File: config.mk
export PLATFORM = sky130hd
export DESIGN_NAME = multicycle_ctrl
export DESIGN_NICKNAME = d
export VERILOG_FILES = /design/src/rtl/rv32_pkg.sv /design/src/rtl/multicycle_ctrl_wait_timer.sv /design/src/rtl/multicycle_ctrl.sv
export SDC_FILE = /design/constraint.sdc
export NUM_CORES = 1
export LEC_CHECK = 0
export BUFFER_PORTS_ARGS = -buffer_cell sky130_fd_sc_hd__buf_2
export CORE_MARGIN = 2
export CORE_UTILIZATION = 40
export DETAILED_ROUTE_END_ITERATION = 6
export PLACE_DENSITY_LB_ADDON = 0.05
export RECOVER_POWER = 50
export SLEW_MARGIN = 5
export SYNTH_ARGS = -nofsm -noshare
export SYNTH_HDL_FRONTEND = slang
export SYNTH_SLANG_ARGS = --single-unit
File: constraint.sdc
create_clock -name clk_i -period 1.9 [get_ports clk_i]
set_clock_uncertainty 0.2 [all_clocks]
set_input_delay 0 -clock clk_i [delete_from_list [all_inputs] [get_ports clk_i]]
set_output_delay 0 -clock clk_i [all_outputs]
set_load 0.05 [all_outputs]
File: src/rtl/rv32_pkg.sv
// Shared types for the rv32 multi-cycle control path: controller states, PC/writeback
// selects and the decoder output bundle.
package rv32_pkg;

  typedef enum logic [2:0] {
    RESET, FETCH, IWAIT, DECODE, EXECUTE, MREQ, MWAIT, TRAP
  } ctrl_state_e;

  typedef enum logic [1:0] {PC_PLUS4, PC_BRANCH, PC_JALR} pc_sel_e;
  typedef enum logic [1:0] {WB_ALU, WB_MEM, WB_PC4} wb_sel_e;

  localparam logic [6:0] OPC_JALR = 7'b1100111;

  typedef struct packed {
    logic [6:0] opcode;
    logic [4:0] rd;
    logic [2:0] branch_op;
    logic       branch;
    logic       jump;
    logic       mem_read;
    logic       mem_write;
    logic       reg_write;
  } decoded_instr_t;

endpackage

File: src/rtl/multicycle_ctrl_wait_timer.sv
// Saturating wait counter shared by all memory-wait states; flags the last allowed cycle.
module wait_timer #(
  parameter int W      = 8,
  parameter int CYCLES = 16
) (
  input  logic clk_i,
  input  logic rst_ni,
  input  logic clr_i,
  input  logic en_i,
  output logic expired_o
);

  localparam logic [W-1:0] LAST = W'(CYCLES - 1);

  logic [W-1:0] cnt_q;

  always_ff @(posedge clk_i or negedge rst_ni) begin
    if (!rst_ni)                     cnt_q <= '0;
    else if (clr_i)                  cnt_q <= '0;
    else if (en_i && cnt_q != '1)    cnt_q <= cnt_q + 1'b1;
  end

  // CYCLES==0 disables the timeout entirely
  assign expired_o = (CYCLES != 0) && en_i && (cnt_q == LAST);

endmodule

File: src/rtl/multicycle_ctrl.sv
// Multi-cycle fetch/decode/execute/memory sequencer for the rv32 core; drives memory
// handshakes and the PC/IR/regfile write strobes.
module multicycle_ctrl
  import rv32_pkg::*;
#(
  parameter int TIMEOUT_CYCLES = 16,
  parameter int TIMEOUT_W      = 8
) (
  input  logic           clk_i,
  input  logic           rst_ni,
  input  decoded_instr_t decoded_i,
  input  logic           illegal_i,
  input  logic           branch_taken_i,
  output logic           imem_req_o,
  input  logic           imem_gnt_i,
  input  logic           imem_rvalid_i,
  output logic           ir_we_o,
  output logic           dmem_req_o,
  output logic           dmem_we_o,
  input  logic           dmem_gnt_i,
  input  logic           dmem_rvalid_i,
  output logic           pc_we_o,
  output pc_sel_e        pc_sel_o,
  output logic           rf_we_o,
  output wb_sel_e        wb_sel_o,
  output ctrl_state_e    state_o,
  output logic           retire_o,
  output logic           trap_o
);

  ctrl_state_e state_q, state_d;
  logic        rf_we_raw, mem_done, expired, wait_st;
  logic        unused_branch_op;

  assign unused_branch_op = ^decoded_i.branch_op;

  always_ff @(posedge clk_i or negedge rst_ni) begin
    if (!rst_ni) state_q <= RESET;
    else         state_q <= state_d;
  end

  assign wait_st = (state_q == FETCH) || (state_q == IWAIT) ||
                   (state_q == MREQ)  || (state_q == MWAIT);

  // any state change restarts the count, so each wait state begins at zero
  wait_timer #(.W(TIMEOUT_W), .CYCLES(TIMEOUT_CYCLES)) u_timer (
    .clk_i     (clk_i),
    .rst_ni    (rst_ni),
    .clr_i     (state_d != state_q),
    .en_i      (wait_st),
    .expired_o (expired)
  );

  always_comb begin
    state_d    = state_q;
    imem_req_o = 1'b0;
    ir_we_o    = 1'b0;
    dmem_req_o = 1'b0;
    dmem_we_o  = 1'b0;
    pc_we_o    = 1'b0;
    pc_sel_o   = PC_PLUS4;
    rf_we_raw  = 1'b0;
    wb_sel_o   = WB_ALU;
    retire_o   = 1'b0;
    trap_o     = 1'b0;
    mem_done   = 1'b0;
    case (state_q)
      RESET: state_d = FETCH;
      FETCH: begin
        imem_req_o = 1'b1;
        if (imem_gnt_i) begin
          if (imem_rvalid_i) begin
            ir_we_o = 1'b1;
            state_d = DECODE;
          end else state_d = IWAIT;
        end else if (expired) state_d = TRAP;
      end
      IWAIT: begin
        if (imem_rvalid_i) begin
          ir_we_o = 1'b1;
          state_d = DECODE;
        end else if (expired) state_d = TRAP;
      end
      DECODE: state_d = illegal_i ? TRAP : EXECUTE;
      EXECUTE: begin
        if (decoded_i.branch) begin
          pc_we_o  = 1'b1;
          pc_sel_o = branch_taken_i ? PC_BRANCH : PC_PLUS4;
          retire_o = 1'b1;
          state_d  = FETCH;
        end else if (decoded_i.jump) begin
          rf_we_raw = 1'b1;
          wb_sel_o  = WB_PC4;
          pc_we_o   = 1'b1;
          pc_sel_o  = (decoded_i.opcode == OPC_JALR) ? PC_JALR : PC_BRANCH;
          retire_o  = 1'b1;
          state_d   = FETCH;
        end else if (decoded_i.mem_read || decoded_i.mem_write) begin
          state_d = MREQ;
        end else begin
          rf_we_raw = decoded_i.reg_write;
          pc_we_o   = 1'b1;
          retire_o  = 1'b1;
          state_d   = FETCH;
        end
      end
      MREQ: begin
        dmem_req_o = 1'b1;
        dmem_we_o  = decoded_i.mem_write;
        if (dmem_gnt_i) begin
          if (dmem_rvalid_i) mem_done = 1'b1;
          else               state_d  = MWAIT;
        end else if (expired) state_d = TRAP;
      end
      MWAIT: begin
        if (dmem_rvalid_i) mem_done = 1'b1;
        else if (expired)  state_d  = TRAP;
      end
      TRAP:    trap_o  = 1'b1;
      default: state_d = RESET;
    endcase
    if (mem_done) begin
      rf_we_raw = decoded_i.mem_read;
      wb_sel_o  = decoded_i.mem_read ? WB_MEM : WB_ALU;
      pc_we_o   = 1'b1;
      retire_o  = 1'b1;
      state_d   = FETCH;
    end
  end

  // x0 is hardwired zero, never write it
  assign rf_we_o = rf_we_raw && (decoded_i.rd != 5'd0);
  assign state_o = state_q;

endmodule
# Yosys cells after proc, flatten, opt, wreduce, memory -nomap -nowiden
# Index checks and enable logic that the tools add are counted.
[word_totals]
input_bits = 28
out_inout_bits = 15
ff_bits = 11
[classes]
n_eq_ne = 11
add_sub_neg = 1
reduce_logical = 10
n_mux = 45
[ops]
columns = ["operator", "n"]
rows = [
  ["two-way mux 3 bit", 10],
  ["two-way mux 1 bit", 21],
  ["case mux 3 bit (7 select lines)", 1],
  ["two-way mux 2 bit", 9],
  ["two-way mux 8 bit", 2],
  ["== test 3 bit, second input constant", 4],
  ["adder 8 x 1 -> 8 bit, second input constant", 1],
  ["== test 8 x 4 -> 1 bit, second input constant", 1],
  ["inequality test 8 bit, second input constant", 1],
  ["== test 7 bit, second input constant", 1],
  ["== test 3 x 2 -> 1 bit, second input constant", 2],
  ["nonzero test 5 bit", 1],
  ["logical OR 1 bit", 4],
  ["case mux 1 bit (2 select lines)", 2],
  ["== test 3 x 1 -> 1 bit, second input constant", 1],
  ["logical AND 1 bit", 3],
  ["zero test 3 bit", 1],
  ["inequality test 3 bit", 1],
  ["nonzero test 2 bit", 1],
]

# Logic depth before layout (Yosys ltp)
# Gate-level depths: netlist (run 1).
[depth]
ltp_word = 11
depth_mapped = 6
mapped_depth_nobuf = 6

# By module
# Synthesis (run 1) repeated with hierarchy kept, for this count alone.
[unflattened]
hier_cells = 124
area_unflattened_um2 = 1003.5
[by_module_without_submodules]
columns = ["module", "seq_area_each_um2", "n_inst", "area_each_um2", "cells_per_inst"]
rows = [
  ["multicycle_ctrl", 75.1, 1, 513.0, 76],
  ["wait_timer", 200.2, 1, 490.5, 48],
]

# Worst setup path before layout (run 1)
# No wires, ideal clock.
[synth_timing]
kind = "register to output"
startpoint = "reg state_q[2], in the netlist state_o[2]"
endpoint = "out pc_sel_o[1]"
stages_incl_launch_ff = 6
setup_slack_ps = -1677
t_required_ps = 1700
arrival_ps = 3377
cell_sequence = "dfrtp_1 buf_2 inv_1 or3_1 nor3b_1 nor2b_1"
[synth_between]
elab_chain_len = 2
[synth_rtl]
columns = ["element", "line_no", "rtl"]
rows = [
  ["start: declaration", "multicycle_ctrl.sv:31", "ctrl_state_e state_q, state_d;"],
  ["start signal: assignment", "multicycle_ctrl.sv:39", "else state_q <= state_d;"],
  ["== test 3 bit", "multicycle_ctrl.sv:67", "case (state_q)"],
  ["two-way mux 2 bit", "multicycle_ctrl.sv:67", ""],
  ["end: declaration", "multicycle_ctrl.sv:23", "output pc_sel_e pc_sel_o,"],
]
# Every way passes these cells.

# Final worst setup path (run 1)
[layout_timing]
startpoint = "reg u_timer.cnt_q[6]"
endpoint = "reg u_timer.cnt_q[0]"
[layout_between]
elab_chain_len = 8
elab_cells_between_ends = 14
cone_classes = "eq/ne (3); mux (8); reduce/logical (3)"
[layout_rtl]
columns = ["element", "line_no", "rtl"]
rows = [
  ["start: declaration", "multicycle_ctrl_wait_timer.sv:15", "logic [W-1:0] cnt_q;"],
  ["start signal: assignment", "multicycle_ctrl_wait_timer.sv:20", "else if (en_i && cnt_q != '1) cnt_q <= cnt_q + 1'b1;"],
  ["== test 8 x 4 -> 1 bit", "multicycle_ctrl_wait_timer.sv:24", "assign expired_o = (CYCLES != 0) && en_i && (cnt_q == LAST);"],
  ["logical AND 1 bit", "multicycle_ctrl_wait_timer.sv:24", ""],
  ["two-way mux 3 bit", "-", ""],
  ["two-way mux 3 bit (on tied branches)", "-", ""],
  ["case mux 3 bit (7 select lines)", "multicycle_ctrl.sv:67", ""],
  ["two-way mux 3 bit", "multicycle_ctrl.sv:122", "if (mem_done) begin"],
  ["inequality test 3 bit", "multicycle_ctrl.sv:49", ".clr_i (state_d != state_q),"],
  ["two-way mux 8 bit or nonzero test 2 bit (tied branches)", "-", ""],
]
# Several ways; a longest one is shown, not always the timed one.
# A chain may end at the register's enable or synchronous reset.

==> results of run 1 <==
## flip-flops by register name, indices dropped and copies added, names as in the netlist
name,cells
state_o,3
u_timer.cnt_q,8
## cell type report
cell class | instances | area [sq um]
inverter | 3 | 11.3
tap | 28 | 35.0
multi-input combinational | 98 | 676
clock buffer | 4 | 26.3
fill | 208 | 718
sequential | 11 | 279
timing repair buffer | 64 | 424
## cell usage in the layout, fill, tap and decap left out, drive strengths merged, types with 3 or more instances in the layout
| cell | count |
|---|---|
| nand2 | 12 |
| buf | 56 |
| xor2 | 3 |
| o21ai | 6 |
| dlygate4sd3 | 3 |
| nor2 | 18 |
| dfrtp | 11 |
| nor3 | 3 |
| a21oi | 11 |
| and3 | 3 |
| or4 | 3 |
| and2 | 4 |
| clkbuf | 9 |
| nand2b | 3 |
| inv | 3 |
## tightest hold or removal path: stages
cell     delay [ns]
buf_2          0.11
nand2_1        0.07
a21oi_2        0.05
buf_4          0.13
nor2_1         0.08
## Yosys cell counts (3+ instances only)
cell	count	area share
a21oi_1	11	0.061
and2_1	4	0.028
and3_1	3	0.021
dfrtp_1	11	0.30
inv_1	3	0.012
nand2_1	12	0.050
nand2b_1	3	0.021
nor2_1	17	0.071
nor3_1	3	0.017
o21ai_0	5	0.028
## metal layers
| layer | part of all wire | global-route usage | vias up |
|---|---|---|---|
| li1 | - | - | 549 |
| met1 | 0.46 | 0.304 | 528 |
| met2 | 0.48 | 0.363 | 39 |
| met3 | 0.055 | 0.0575 | 2 |
| met4 | 0.0072 | 0.0439 | 0 |
| met5 | 0 | 0 | - |
## cells by family after synthesis
family          Yosys count  share of synthesized area
buf+inv                   7                     0.0360
compound gates           31                      0.227
flops                    11                      0.305
mux                       1                     0.0111
xor+xnor                  5                     0.0568
fa+ha+maj                 1                     0.0138
simple gates             60                      0.350
## final timing paths
check	start	to	depth (start not counted)
setup reg to reg	u_timer.cnt_q[6]$_DFFE_PN0P_	u_timer.cnt_q[0]$_DFFE_PN0P_	5
min in group asynchronous	rst_ni	u_timer.cnt_q[1]$_DFFE_PN0P_	3
hold / removal	dmem_rvalid_i	state_o[1]$_DFF_PN0_	5
setup / recovery	u_timer.cnt_q[6]$_DFFE_PN0P_	u_timer.cnt_q[0]$_DFFE_PN0P_	5
hold reg to reg	u_timer.cnt_q[1]$_DFFE_PN0P_	u_timer.cnt_q[1]$_DFFE_PN0P_	2
max in group asynchronous	rst_ni	state_o[1]$_DFF_PN0_	3
## repair_timing
item,in CTS,in global routing
endpoints found under the hold margin,13,0
setup buffers,7,3
hold buffers,3,0
setup endpoints to repair,14,15
gates resized for setup,6,11
pin swaps,3,7
## stage by stage
stage | utilization | hold slack (ns) | cell area [sq um] | std cells
after global routing | 0.669 | 0.0375 | 1450 | 208
final | 0.669 | 0.0157 | 1450 | 208
after CTS | 0.647 | 0.0160 | 1400 | 205
after detailed placement | 0.580 | -0.319 | 1260 | 191
after floorplan | - | -0.496 | 981 | 116
after global placement | 0.580 | -0.323 | 1260 | 191
## report_power, final
group | switching [uW] | internal (uW)
Combinational | 889 | 584
Clock | 76.3 | 81.3
Sequential | 68.2 | 283
==> metrics.cfg, run 1 <==
[critical_path]
worstSetupPathType=flop to flop
worst_setup_path_end_kind=flop
critPathMaxFanout=8
rrSetupSlack_ns=-0.03
cp-start-kind=flop
cp_cell_sequence=or4_4 -> or2_4 -> a31o_1 -> o21ai_4 -> nor2_1
cp.buffers_inverters=0
crit_arrival_ns=1.88
cpMaxStageDelayCell=or4_4
crit_family=simple AND/OR/NAND/NOR gates
critPathMaxStageDelay_ns=0.54
required_ns=1.85

[die]
die_h_microns=51.5
rows=17
core-area_sq_um=2170
die_w_microns=51.5
initial_utilization=0.416
dieArea_sq_um=2650
io_pins=43

[status]
status=complete, but fails checks
violations=setup timing

[global_routing]
grt-ovfl-total=0
grt_pass1_wl_mm=4.58
grt.total_usage=0.224
grt_max_degree=12
grt_pass1_vias=1053
antenna_found_initial=0

[sta]
setup_ws_ns=-0.0316
period_share=1.02
hold_violations=0
setup_viol=6
report.final.slew_viol_count=0
slew_headroom=0.606
fin_crit_ns=1.93
tns_ns=-0.146
max_freq_mhz=518
tightest_slew_ns=0.594
rsz0062_at_grt=yes

[clocking]
clock-root-buffer=clkbuf_4
cts_max_level=1
clockBufferDepth=2
path_clk_slew_ns=0.07
insertion_delay_ns=0.27
cts_sinks=11
cts_tree=built
cts_made_buffers=3

[placement]
io_buffers=39
place_ws_ns=-0.0611
gp_congestion=0.842
hpwl_mm=1.89

[detailed_routing]
vias_per_cell=5.38
wire_per_inst_microns=12.7
route.vias.total=1118
drtAntennaViolNets=0
dr.pass1.iters=4
drtIter0Drc=24
drcViolationCount=0
drt-total-wl_mm=2.64

[job]
maxCapViolations=0

[synth]
synth_area_sq_um=903
synth_cell_types=44
netlist_instances=116
synth-edff-count=0
ys_warn_count=0
syn_area_per_cell_sq_um=7.79
yosysSeqAreaShare=0.305
async_flop_share=1.00
syn_nets=145
synthFlopType=dfrtp_1
synth_seq_cells=11

[power]
vdd_drop_max_v=0.000768
p_total_uw=1980
leakage_uw=0.000664
p_per_area_nw_per_um2=1370

[cells_and_area]
drive_gt1_frac=0.472
antenna_cells=0
area_growth_pct=60.7
nets=210

[hold_path]
hp-class=primary input to flop

Note: power is estimated with default switching activity, not from simulation.
==> run 2: changes to the inputs <==
--- a/config.mk
+++ b/config.mk
@@ -10,7 +10,6 @@
 export CORE_UTILIZATION = 40
 export DETAILED_ROUTE_END_ITERATION = 6
 export PLACE_DENSITY_LB_ADDON = 0.05
-export RECOVER_POWER = 50
 export SLEW_MARGIN = 5
 export SYNTH_ARGS = -nofsm -noshare
 export SYNTH_HDL_FRONTEND = slang
==> metrics.cfg, run 2 (same netlist as run 1, synthesis figures left out) <==
[status]
status=complete, but fails checks
violations=setup timing

[clocking]
clockBufferDepth=2
cts_sinks=11
cts_tree=built
cts_max_level=1
insertion_delay_ns=0.27
cts_made_buffers=3
clock-root-buffer=clkbuf_4
path_clk_slew_ns=0.07

[sta]
setup_viol=6
report.final.slew_viol_count=0
max_freq_mhz=518
period_share=1.02
fin_crit_ns=1.93
rsz0062_at_grt=yes
slew_headroom=0.671
tns_ns=-0.146
tightest_slew_ns=0.492
setup_ws_ns=-0.0316
hold_violations=0

[detailed_routing]
drtIter0Drc=24
drtAntennaViolNets=0
route.vias.total=1118
vias_per_cell=5.38
dr.pass1.iters=4
drt-total-wl_mm=2.63
drcViolationCount=0
wire_per_inst_microns=12.7

[cells_and_area]
fillCellCount=207
antenna_cells=0
top_register=u_timer.cnt_q
drive_gt1_frac=0.483
area_growth_pct=60.9
nets=210
most-common-layout-cells=buf_2, buf_4, nor2_1
regArea_sq_um=279
multi_input_area_sq_um=676
largest_register_ffs=8
fin_util=0.670
mostFrequentLayoutCell=buf_2

[die]
io_pins=43
die_w_microns=51.5
dieArea_sq_um=2650
die_h_microns=51.5
rows=17
core-area_sq_um=2170
initial_utilization=0.416

[global_routing]
grt_pass1_wl_mm=4.58
grt-ovfl-total=0
grt_pass1_vias=1053
grt_max_degree=12
antenna_found_initial=0
grt.total_usage=0.224

[critical_path]
worstSetupPathType=flop to flop
crit_arrival_ns=1.88
critPathMaxFanout=8
cp-start-kind=flop
worst_setup_path_end_kind=flop
required_ns=1.85

[hold_path]
hp-class=primary input to flop

[placement]
io_buffers=39
gp_congestion=0.842
hpwl_mm=1.89

[power]
vdd_drop_max_v=0.000779
leakage_uw=0.000669
p_per_area_nw_per_um2=1370

[job]
maxCapViolations=0

## run 2: cell count changes in the layout (fill, tap and decap cells not counted)
cell      previous run  this run
buf_2               32        34
clkbuf_1             3         1
## run 2: path summary, 6_finish.rpt
| path | endpoint | cells past startpoint | startpoint | slack, ns |
|---|---|---|---|---|
| worst max-delay path | u_timer.cnt_q[0]$_DFFE_PN0P_ | 5 | u_timer.cnt_q[6]$_DFFE_PN0P_ | -0.03 |
| worst min-delay path | state_o[1]$_DFF_PN0_ | 5 | dmem_rvalid_i | 0.02 |
| worst max register to register | u_timer.cnt_q[0]$_DFFE_PN0P_ | 5 | u_timer.cnt_q[6]$_DFFE_PN0P_ | -0.03 |
| worst min register to register | u_timer.cnt_q[1]$_DFFE_PN0P_ | 2 | u_timer.cnt_q[1]$_DFFE_PN0P_ | 0.40 |
| max in group asynchronous | state_o[1]$_DFF_PN0_ | 3 | rst_ni | 0.59 |
| min in group asynchronous | u_timer.cnt_q[1]$_DFFE_PN0P_ | 3 | rst_ni | 0.55 |
## run 2: area by class of cell
type / instances / share of cell area
flip-flops and latches: 11 / 0.192
multi-input cells: 98 / 0.465
clock buffers: 4 / 0.0181
inverters: 3 / 0.00775
repair buffers: 64 / 0.293
well taps: 28 / 0.0241
## run 2: routing by layer
layer	global-route usage	share of wire	vias to the layer above	routed length (microns)
met5	0	0	-	0
met1	0.304	0.46	528	1200
li1	-	-	549	-
met2	0.363	0.48	39	1260
met3	0.0575	0.057	2	149
met4	0.0439	0.0072	0	19
## run 2: where the power goes
| part | internal (uW) | switching, uW | leakage, uW | total, uW |
|---|---|---|---|---|
| clock network | 81.3 | 76.3 | 0.0000150 | 158 |
| logic | 590 | 887 | 0.000513 | 1480 |
| registers | 283 | 68.2 | 0.000141 | 352 |
## run 2: timing repair
action,in CTS,in global routing
cloned,0,0
gates resized for setup,6,11
endpoints found under the setup margin,14,15
buffers inserted,7,3
endpoints found under the hold margin,13,0
hold buffers,3,0
pin swaps,3,7
## run 2: per-stage QoR
stage | power, uW | instances | setup WS (ns) | instance area, sq um | hold slack (ns)
floorplan | 1310 | 116 | -0.407 | 981 | -0.496
global placement | 1560 | 191 | 0.0135 | 1260 | -0.323
detailed placement | 1570 | 191 | -0.0611 | 1260 | -0.319
CTS | 1900 | 205 | -0.0308 | 1400 | 0.0160
global route | 2140 | 208 | -0.0988 | 1450 | 0.0375
finish | 1990 | 208 | -0.0316 | 1450 | 0.0157
## run 2: worst max-delay path, stage by stage, from the launching register on
cell and delay [ns]:
dfrtp_1 0.38, or4_4 0.54, or2_4 0.25, a31o_1 0.20, o21ai_4 0.13, nor2_1 0.10
==> run 3: changes to the inputs <==
--- a/config.mk
+++ b/config.mk
@@ -7,7 +7,7 @@
 export LEC_CHECK = 0
 export BUFFER_PORTS_ARGS = -buffer_cell sky130_fd_sc_hd__buf_2
 export CORE_MARGIN = 2
-export CORE_UTILIZATION = 40
+export CORE_UTILIZATION = 41
 export DETAILED_ROUTE_END_ITERATION = 6
 export PLACE_DENSITY_LB_ADDON = 0.05
 export SLEW_MARGIN = 5
==> metrics.cfg, run 3 (same netlist as run 1, synthesis figures left out) <==
[detailed_routing]
drt-total-wl_mm=3.12
drtIter0Drc=37
vias_per_cell=5.61
route.vias.total=1162
drcViolationCount=0
dr.pass1.iters=4
drtAntennaViolNets=0
wire_per_inst_microns=15.0

[hold_path]
hp-class=primary input to flop

[critical_path]
worstSetupPathType=flop to flop
cp_cell_sequence=or4_4 -> or2_4 -> a31o_4 -> o21ai_4 -> nor2_1
worst_setup_path_end_kind=flop
cp.buffers_inverters=0
cp-start-kind=flop
crit_family=simple AND/OR/NAND/NOR gates
critPathMaxFanout=8
rrSetupSlack_ns=-0.06
required_ns=1.86
cpMaxStageDelayCell=or4_4
crit_arrival_ns=1.92
critPathMaxStageDelay_ns=0.55

[global_routing]
grt_max_degree=12
grt-ovfl-total=0
grt.total_usage=0.244
grt_pass1_wl_mm=4.75
antenna_found_initial=0
grt_pass1_vias=1114

[clocking]
insertion_delay_ns=0.28
cts_tree=built
clockBufferDepth=2
clock-root-buffer=clkbuf_4
cts_max_level=1
cts_made_buffers=3
cts_sinks=11
path_clk_slew_ns=0.08

[placement]
gp_congestion=0.891
io_buffers=39
hpwl_mm=1.95
place_ws_ns=-0.0460

[sta]
report.final.slew_viol_count=0
max_freq_mhz=510
period_share=1.03
hold_violations=0
tightest_slew_ns=0.527
tns_ns=-0.458
slew_headroom=0.648
fin_crit_ns=1.96
setup_viol=11
setup_ws_ns=-0.0620
timing.hold.ws_ns=0.0592
rsz0062_at_grt=yes

[power]
p_per_area_nw_per_um2=1410
p_total_uw=2110
vdd_drop_max_v=0.000886
leakage_uw=0.000692

[cells_and_area]
area_growth_pct=65.1
fin_util=0.738
top_register=u_timer.cnt_q
drive_gt1_frac=0.494
antenna_cells=0
most-common-layout-cells=buf_2, buf_4, nor2_1
fillCellCount=155
nets=210
mostFrequentLayoutCell=buf_2
largest_register_ffs=8

[die]
rows=16
dieArea_sq_um=2590
core-area_sq_um=2020
die_h_microns=50.9
io_pins=43
initial_utilization=0.447
die_w_microns=50.9

[job]
maxCapViolations=0

[status]
violations=setup timing
status=complete, but fails checks

run 3: cell types whose count changed in the layout (fill, tap and decap cells not counted), sizes merged:
cell / delta
clkbuf: -3
clkinv: +1
dlygate4sd3: +1
buf: +1
run 3: path summary, 6_finish.rpt:
| path | depth (start not counted) | startpoint | to |
|---|---|---|---|
| min in group asynchronous | 3 | rst_ni | u_timer.cnt_q[6]$_DFFE_PN0P_ |
| max in group asynchronous | 3 | rst_ni | state_o[2]$_DFF_PN0_ |
| setup / recovery | 5 | u_timer.cnt_q[6]$_DFFE_PN0P_ | u_timer.cnt_q[1]$_DFFE_PN0P_ |
| hold reg to reg | 2 | u_timer.cnt_q[1]$_DFFE_PN0P_ | u_timer.cnt_q[1]$_DFFE_PN0P_ |
| hold / removal | 5 | dmem_rvalid_i | state_o[2]$_DFF_PN0_ |
| setup reg to reg | 5 | u_timer.cnt_q[6]$_DFFE_PN0P_ | u_timer.cnt_q[1]$_DFFE_PN0P_ |
run 3: tightest hold or removal path, cell delays in order:
cell and delay [ns]:
buf_2 0.12, nand2_1 0.10, a21oi_2 0.06, buf_4 0.14
nor2_2 0.09
run 3: layout make-up:
cell class | count | area, sq um | area share
multi-input cells | 98 | 704 | 0.472
repair buffers | 64 | 435 | 0.292
flip-flops and latches | 11 | 279 | 0.187
well taps | 27 | 33.8 | 0.0227
clock buffers | 3 | 22.5 | 0.0151
inverters | 3 | 11.3 | 0.00755
clock inverters | 1 | 5.00 | 0.00336
run 3: per-layer routing:
metal  GRT usage  routed length, microns  up-vias
met2       0.411                    1560       62
met3      0.0614                     227        9
li1            -                       -      549
met4      0.0946                      53        0
met1       0.297                    1280      542
met5           0                       0        -
run 3: stage by stage:
step,area [sq um],std cells
2_1_floorplan,981,116
3_3_place_gp,1240,188
3_5_place_dp,1240,188
4_1_cts,1410,204
5_1_grt,1490,207
6_report,1490,207
run 3: repair_timing:
action                                 in CTS  in global routing
setup buffers                               8                  3
pin swaps                                   4                  9
setup endpoints to repair                  14                 15
hold buffers                                4                  0
endpoints found under the hold margin      13                  0
resized for setup                           8                 17
run 3: power breakdown:
group	switching, uW	internal [uW]	total [uW]
sequential	59.5	283	342
clock	90.9	78.2	169
combinational	961	633	1590
